### src/rtl/swap_engine.sv
// Register-file swap/copy engine: exchanges or copies two entries of a DEPTH x WIDTH
// register file on a start/done handshake, with a host read/write port usable while idle.
module swap_engine #(
    parameter int WIDTH = 8,
    parameter int DEPTH = 16,
    parameter int AW    = $clog2(DEPTH)
) (
    input  logic             clk,
    input  logic             rst,
    input  logic             start_i,
    input  logic             mode_i,
    input  logic [AW-1:0]    addr_a_i,
    input  logic [AW-1:0]    addr_b_i,
    input  logic             wr_en_i,
    input  logic [AW-1:0]    wr_addr_i,
    input  logic [WIDTH-1:0] wr_data_i,
    input  logic [AW-1:0]    rd_addr_i,
    output logic [WIDTH-1:0] rd_data_o,
    output logic             busy_o,
    output logic             done_o,
    output logic             err_o,
    output logic [15:0]      op_count_o
);

    typedef enum logic [2:0] {
        IDLE,
        LOAD_A,
        WRITE_A,
        WRITE_B,
        COPY,
        DONE
    } state_t;

    // DEPTH need not be a power of two, so the address space can exceed the file.
    localparam logic [AW:0] DEPTH_W = (AW + 1)'(DEPTH);

    function automatic logic in_range(input logic [AW-1:0] addr);
        return {1'b0, addr} < DEPTH_W;
    endfunction

    state_t             state_q, state_d;
    logic [AW-1:0]      la_q, la_d;
    logic [AW-1:0]      lb_q, lb_d;
    logic [WIDTH-1:0]   tmp_q, tmp_d;
    logic               err_q, err_d;
    logic [15:0]        op_count_q, op_count_d;
    logic [WIDTH-1:0]   mem_q [DEPTH];

    logic               mem_we;
    logic [AW-1:0]      mem_waddr;
    logic [WIDTH-1:0]   mem_wdata;

    always_ff @(posedge clk or negedge rst) begin
        if (!rst) begin
            state_q    <= IDLE;
            la_q       <= '0;
            lb_q       <= '0;
            tmp_q      <= '0;
            err_q      <= 1'b0;
            op_count_q <= '0;
        end else begin
            state_q    <= state_d;
            la_q       <= la_d;
            lb_q       <= lb_d;
            tmp_q      <= tmp_d;
            err_q      <= err_d;
            op_count_q <= op_count_d;
        end
    end

    // Host writes and engine writes share one port; they never collide since host writes are IDLE-only.
    always_ff @(posedge clk or negedge rst) begin
        if (!rst) begin
            for (int i = 0; i < DEPTH; i++) begin
                mem_q[i] <= '0;
            end
        end else if (mem_we) begin
            mem_q[mem_waddr] <= mem_wdata;
        end
    end

    always_comb begin
        state_d    = state_q;
        la_d       = la_q;
        lb_d       = lb_q;
        tmp_d      = tmp_q;
        err_d      = 1'b0;
        op_count_d = op_count_q;
        mem_we     = 1'b0;
        mem_waddr  = '0;
        mem_wdata  = '0;

        case (state_q)
            IDLE: begin
                if (wr_en_i && in_range(wr_addr_i)) begin
                    mem_we    = 1'b1;
                    mem_waddr = wr_addr_i;
                    mem_wdata = wr_data_i;
                end
                if (start_i) begin
                    if (!in_range(addr_a_i) || !in_range(addr_b_i)) begin
                        err_d = 1'b1;
                    end else begin
                        la_d = addr_a_i;
                        lb_d = addr_b_i;
                        if (addr_a_i == addr_b_i) begin
                            state_d = DONE;
                        end else if (mode_i) begin
                            state_d = COPY;
                        end else begin
                            state_d = LOAD_A;
                        end
                    end
                end
            end
            LOAD_A: begin
                tmp_d   = mem_q[la_q];
                state_d = WRITE_A;
            end
            WRITE_A: begin
                mem_we    = 1'b1;
                mem_waddr = la_q;
                mem_wdata = mem_q[lb_q];
                state_d   = WRITE_B;
            end
            WRITE_B: begin
                mem_we    = 1'b1;
                mem_waddr = lb_q;
                mem_wdata = tmp_q;
                state_d   = DONE;
            end
            COPY: begin
                mem_we    = 1'b1;
                mem_waddr = lb_q;
                mem_wdata = mem_q[la_q];
                state_d   = DONE;
            end
            DONE: begin
                op_count_d = op_count_q + 16'd1;
                state_d    = IDLE;
            end
            default: begin
                state_d = IDLE;
            end
        endcase
    end

    assign rd_data_o  = in_range(rd_addr_i) ? mem_q[rd_addr_i] : '0;
    assign busy_o     = (state_q != IDLE);
    assign done_o     = (state_q == DONE);
    assign err_o      = err_q;
    assign op_count_o = op_count_q;

endmodule
### config.mk
export PLATFORM = sky130hd
export DESIGN_NAME = swap_engine
export DESIGN_NICKNAME = d
export VERILOG_FILES = /design/src/rtl/swap_engine.sv
export SDC_FILE = /design/constraint.sdc
export NUM_CORES = 1
export LEC_CHECK = 0
export ABC_AREA = 1
export CAP_MARGIN = 20
export CORE_MARGIN = 1.5
export CORE_UTILIZATION = 36
export DETAILED_ROUTE_END_ITERATION = 12
export GPL_TIMING_DRIVEN = 0
export PLACE_DENSITY_LB_ADDON = 0.15
export RECOVER_POWER = 25
export SETUP_SLACK_MARGIN = 0.2
export SLEW_MARGIN = 5
export SYNTH_ARGS = -nofsm -noshare
export SYNTH_HDL_FRONTEND = slang
export SYNTH_SLANG_ARGS = --single-unit
### constraint.sdc
create_clock -name clk -period 4.1 [get_ports clk]
set_input_delay 0.41 -clock clk [delete_from_list [all_inputs] [get_ports clk]]
set_output_delay 0.41 -clock clk [all_outputs]
set_load 0.01 [all_outputs]
==> run_results.csv, run 1 <==
group,metric,value,unit
setup_path,cp_cell_sequence,"clkbuf_1 -> clkbuf_1 -> clkbuf_1 -> a21oi_1 -> o22ai_1 -> o21ai_0 -> clkdlybuf4s50_1",
timing,hold_viol,0,
layout,final_cell_mix,"735 x nand2_1, 230 x nand3_1, 168 x inv_1",
cts,cts_max_path_buffers,2,
die,dieWidth,175.8,µm
synthesis,seq_area_frac_synth,37.96,%
cts,path_clk_slew,0.06,ns
die,die_area,0.03089,mm²
cts,cts_setup_buffers,0,
setup_path,critical_path_buf_inv_count,4,
synthesis,netlist_area,0.01075,mm²
route,drt_iter0_markers,1577,
timing,setup_tns,0,ns
place,post_dp_cell_area,0.01178,mm²
setup_path,crit_top_cell,"clkbuf_1",
timing,hold_ws,0.4784,ns
global_routing,grt_pass1_wl,73.89,mm
die,core_area,0.02948,mm²
power_and_ir_drop,peakVddDrop,0.4063,mV
synthesis,ys_ff_latch,163,
route,wl_per_cell,23.23,µm
timing,period_minus_slack,3.783,ns
power_and_ir_drop,power_density,858.4,mW/mm²
setup_path,cp_top_family,"buffers and inverters",
setup_path,start_kind,"input pin",
synthesis,syn_area_per_cell,6.377,µm²
timing,fin_skew,0.01959,ns
setup_path,critPathSlowestCell,"clkbuf_1",
route,ant_nets,0,
cts,clk_latency,0.46,ns
setup_path,end_kind,"primary output",
cts,cts_num_sinks,163,
worst_hold_path,worstHoldPathCells,1,
setup_path,cp_max_fo,10,
layout,seqCellArea,0.004079,mm²
layout,final_common_cell,"nand2_1",
timing,drv_slew,60,
power_and_ir_drop,power_leakage,0.006366,µW
timing,worst_slack,0.3173,ns
setup_path,critical_path_required,3.69,ns
layout,drive_gt1_share,6.953,%
setup_path,path_class,"in -> out",
cts,numCtsBuffers,17,
route,wirelength,50.16,mm
setup_path,slowest_delay,0.60,ns
layout,final_nets,1787,
cts,cts_max_level,4,
layout,n_antenna_cell,0,
timing,max_freq,264.4,MHz
synthesis,synth_nets,1715,
place,dp_hpwl,38.16,mm
layout,nFillCells,3229,
status,status,"finished with violations",
status,violations,"capacitance limit, slew limit",
timing,relSlewSlack,-87.97,%
global_routing,antenna_found_initial,1,
synthesis,yosysUniqueCellTypes,30,
timing,setup_viol,0,
cts,ctsRootBufferMaster,"clkbuf_16",
job,maxCapViolations,1,
worst_hold_path,whs_endpoint,"op_count_o[15]$_DFFE_PN0P_",
place,dpl_worst_slack,0.5478,ns
setup_path,worstPathArrival,3.37,ns
place,routabilityCongestion,1.035,
route,drtPass1Iterations,6,
setup_path,rrSetupSlack,0.67,ns
worst_hold_path,hp-start,"op_count_o[15]$_DFFE_PN0P_",
global_routing,grt_pass1_vias,11250,
die,pin_count,56,
timing,period_share,92.26,%
synthesis,synth_cells,1685,
place,port-buffer-count,51,
global_routing,grt_remaining_overflow,0,
layout,postLayoutCellArea,0.01230,mm²
route,num_vias,11830,
setup_path,r2r-end,"mem_q[114]$_DFFE_PN0P_",
global_routing,grt_max_degree,105,
layout,area_growth,14.51,%
cts,cts_tree,"yes",
route,drc_errors,0,
die,initial_utilization,36.45,%
setup_path,cp-startpoint,"rd_addr_i[0]",
setup_path,r2r-start,"lb_q[0]$_DFFE_PN0P_",
timing,rsz0062_at_grt,"no",
die,rows,63,
power_and_ir_drop,finalPower,10560,µW
die,die_y,175.8,µm
route,viasPerCell,5.478,
layout,multi_input_area,0.005568,mm²
synthesis,synth-warning-count,0,
setup_path,reg2regPathDepth,12,
global_routing,grt_usage,33.42,%
worst_hold_path,hp-class,"reg -> reg",
timing,tightest_slew,2.820,ns
## metrics by stage
| stage | util, % | instances |
|---|---|---|
| floorplan | - | 1685 |
| global placement | 39.84 | 2126 |
| detailed placement | 39.95 | 2127 |
| CTS | 41.78 | 2159 |
| global route | 41.74 | 2159 |
| finish | 41.74 | 2159 |
## area by class of cell
cell class / count / share of cell area [%]
clock inverters: 14 / 0.8542
plain buffers: 85 / 2.990
well taps: 390 / 3.966
flip-flops and latches: 163 / 33.15
clock buffers: 17 / 3.457
multi-input cells: 1245 / 45.25
inverters: 192 / 5.857
repair buffers: 53 / 4.474
## registers in the layout, summed over array words and instances, names as in the netlist
register / flops
state_q: 3
mem_q: 128
tmp_q: 8
la_q: 4
op_count_o: 16
lb_q: 4
## kinds of logic (layout without fill, tap and decap cells)
logic type | Yosys count | count (layout) | share of synthesized area [%]
adder cells (fa/ha/maj) | 1 | 1 | 0.1164
flip-flops | 163 | 163 | 37.96
XOR/XNOR | 19 | 19 | 1.549
AO/OA/AOI/OAI | 189 | 189 | 9.653
buffers and inverters | 277 | 361 | 10.13
AND/OR/NAND/NOR | 1035 | 1035 | 40.56
other | 1 | 1 | 0.03490
## how the worst max path moves through the flow
stage | endpoint | cells past startpoint | slack, ns
CTS | rd_data_o[6] | 7 | 0.53
floorplan | rd_data_o[4] | 6 | 2.03
finish | rd_data_o[6] | 7 | 0.32
global route | rd_data_o[6] | 7 | 0.25
global placement | op_count_o[10]$_DFFE_PN0P_ | 1 | -4.41
detailed placement | rd_data_o[6] | 7 | 0.55
## cells in the mapped netlist (all sizes together)
library cell	count	area share [%]
inv	187	6.5
nor3	6	0.38
conb	1	0.035
o21ai	86	4.0
xnor2	11	0.90
o22ai	4	0.23
xor2	8	0.65
nand4	2	0.12
clkinv	5	0.17
dfrtp	163	38
clkbuf	43	1.5
ha	1	0.12
a21oi	76	3.5
nand3	231	11
buf	42	1.9
nand2	749	27
nor2	47	2.7
o221ai	12	0.98
o211ai	11	0.86
## power by group
part | switching (µW) | internal [µW] | total (µW)
clock network | 728 | 774 | 1500
logic | 4820 | 1620 | 6450
registers | 442 | 2170 | 2620
## routing by layer
metal / global-route usage [%] / routed length, µm / vias to the layer above
met5: 0 / 0 / -
met4: 18.30 / 2615 / 0
met3: 7.554 / 4281 / 134
met2: 48.93 / 21450 / 599
met1: 45.48 / 21810 / 5661
li1: - / - / 5432
## repair_timing
item,in CTS,in global routing
setup endpoints to repair,0,0
resized for setup,0,0
hold buffers,1,0
endpoints found under the hold margin,59,0
Power figures use the tool's default switching activity.
==> run 2, diff against run 1 <==
==> constraint.sdc (replaced) <==
create_clock -name clk -period 4.4 [get_ports clk]
set_input_delay 0.44 -clock clk [delete_from_list [all_inputs] [get_ports clk]]
set_output_delay 0.44 -clock clk [all_outputs]
set_load 0.01 [all_outputs]
==> run_results.csv, run 2 (synthesis gave the netlist of run 1 again) <==
group,metric,value,unit
status,status,"finished with violations",
status,violations,"capacitance limit, slew limit",
global_routing,grt-busiest-layer,"met2",
cts,cts_max_path_buffers,2,
power_and_ir_drop,p_int,4260,µW
route,viasPerCell,5.467,
route,wl_per_cell,23.25,µm
layout,final_nets,1787,
route,drc_errors,0,
setup_path,end_kind,"primary output",
place,dpl_worst_slack,0.7878,ns
power_and_ir_drop,power_density,800.3,mW/mm²
layout,area_growth,14.51,%
layout,seqCellArea,0.004079,mm²
cts,path_clk_slew,0.06,ns
route,num_vias,11800,
setup_path,start_kind,"input pin",
worst_hold_path,worstHoldPathCells,1,
setup_path,worstPathArrival,3.41,ns
place,routabilityCongestion,1.035,
timing,relSlewSlack,-95.96,%
route,drt_iter0_markers,1578,
place,port-buffer-count,51,
layout,drive_gt1_share,7.010,%
die,die_area,0.03089,mm²
worst_hold_path,hp-start,"op_count_o[15]$_DFFE_PN0P_",
timing,setup_viol,0,
cts,cts_setup_buffers,0,
timing,hold_viol,0,
die,dieWidth,175.8,µm
timing,rsz0062_at_grt,"no",
cts,hold_buffers,1,
cts,clk_latency,0.46,ns
timing,tightest_slew,2.939,ns
power_and_ir_drop,power_frac_clock,14.2,%
worst_hold_path,hp-class,"reg -> reg",
layout,multi_input_area,0.005570,mm²
cts,numCtsBuffers,17,
layout,nFillCells,3228,
global_routing,grt_pass1_wl,73.89,mm
timing,drv_slew,60,
timing,max_freq,260.0,MHz
timing,period_share,87.40,%
layout,largest_reg_flops,128,
die,initial_utilization,36.45,%
global_routing,grt_usage,33.42,%
worst_hold_path,whs_endpoint,"op_count_o[15]$_DFFE_PN0P_",
layout,final_common_cell,"nand2_1",
layout,final_cell_mix,"735 x nand2_1, 230 x nand3_1, 168 x inv_1",
power_and_ir_drop,comb_power_share,61.0,%
timing,period_minus_slack,3.846,ns
global_routing,antenna_found_initial,1,
timing,fin_skew,0.01894,ns
power_and_ir_drop,p_sw_share,56.73,%
layout,post-route-util,41.74,%
route,wirelength,50.19,mm
layout,n_antenna_cell,0,
power_and_ir_drop,seq_power_share,24.8,%
route,ant_nets,0,
cts,post_cts_resized,0,
power_and_ir_drop,power.switching,5586,µW
cts,ctsRootBufferMaster,"clkbuf_16",
setup_path,r2r-end,"mem_q[114]$_DFFE_PN0P_",
die,pin_count,56,
global_routing,use_met2,48.93,%
power_and_ir_drop,peakVddDrop,0.3784,mV
global_routing,grt_util_met1,45.48,%
power_and_ir_drop,power_leakage,0.006357,µW
global_routing,grt_pass1_vias,11250,
die,rows,63,
global_routing,grt_max_degree,105,
cts,cts_max_level,4,
timing,worst_slack,0.5544,ns
place,post_dp_cell_area,0.01178,mm²
die,die_y,175.8,µm
setup_path,rrSetupSlack,0.98,ns
layout,largest_register,"mem_q",
layout,postLayoutCellArea,0.01230,mm²
route,drtPass1Iterations,6,
setup_path,reg2regPathDepth,11,
setup_path,critical_path_required,3.96,ns
cts,cts_num_sinks,163,
place,dp_hpwl,38.16,mm
cts,cts_tree,"yes",
die,core_area,0.02948,mm²
setup_path,cp-startpoint,"rd_addr_i[0]",
setup_path,r2r-start,"lb_q[1]$_DFFE_PN0P_",
setup_path,path_class,"in -> out",
global_routing,met3_usage,7.554,%
setup_path,cp_max_fo,10,
job,maxCapViolations,1,
global_routing,grt_remaining_overflow,0,
run 2: critical path, cell delays in order:
cell	delay, ns
clkbuf_1	0.28
clkbuf_1	0.60
clkbuf_1	0.60
a21oi_1	0.25
o22ai_1	0.48
o21ai_0	0.21
clkdlybuf4s50_1	0.53
run 2: worst max path at each step:
| stage | endpoint | cells past startpoint |
|---|---|---|
| 6_report | rd_data_o[6] | 7 |
| 5_1_grt | tmp_q[5]$_DFFE_PN0N_ | 2 |
| 4_1_cts | rd_data_o[6] | 7 |
| 3_5_place_dp | rd_data_o[6] | 7 |
| 3_3_place_gp | op_count_o[10]$_DFFE_PN0P_ | 1 |
| 2_1_floorplan | rd_data_o[4] | 6 |
run 2: through the flow:
step                instances  hold slack (ns)  setup TNS, ns  total power, µW
floorplan                1685           0.1444              0             5876
global placement         2126           0.4630        -669.58             8226
detailed placement       2127           0.4020              0             8255
CTS                      2159           0.4803              0             9677
global route             2159           0.4954              0            10450
finish                   2159           0.4784              0             9847
run 2: final cells by class:
class | instances | share of cell area (%)
clock buffer | 17 | 3.457
multi-input combinational | 1245 | 45.27
sequential | 163 | 33.15
tap | 390 | 3.966
inverter | 192 | 5.857
timing repair buffer | 53 | 4.454
buffer | 85 | 2.990
clock inverter | 14 | 0.8542
run 2: power by group through the flow:
stage	clock (µW)	combinational [µW]	sequential, µW
after floorplan	0	3580	2290
after global placement	0	5780	2450
after detailed placement	0	5810	2450
after CTS	1420	5820	2430
after global routing	1480	6480	2490
final	1400	6010	2440
run 2: routing by layer:
layer  wire, µm  vias up
met4       2566        0
met5          0        -
li1           -     5431
met1      21660     5635
met2      21500      610
met3       4453      128
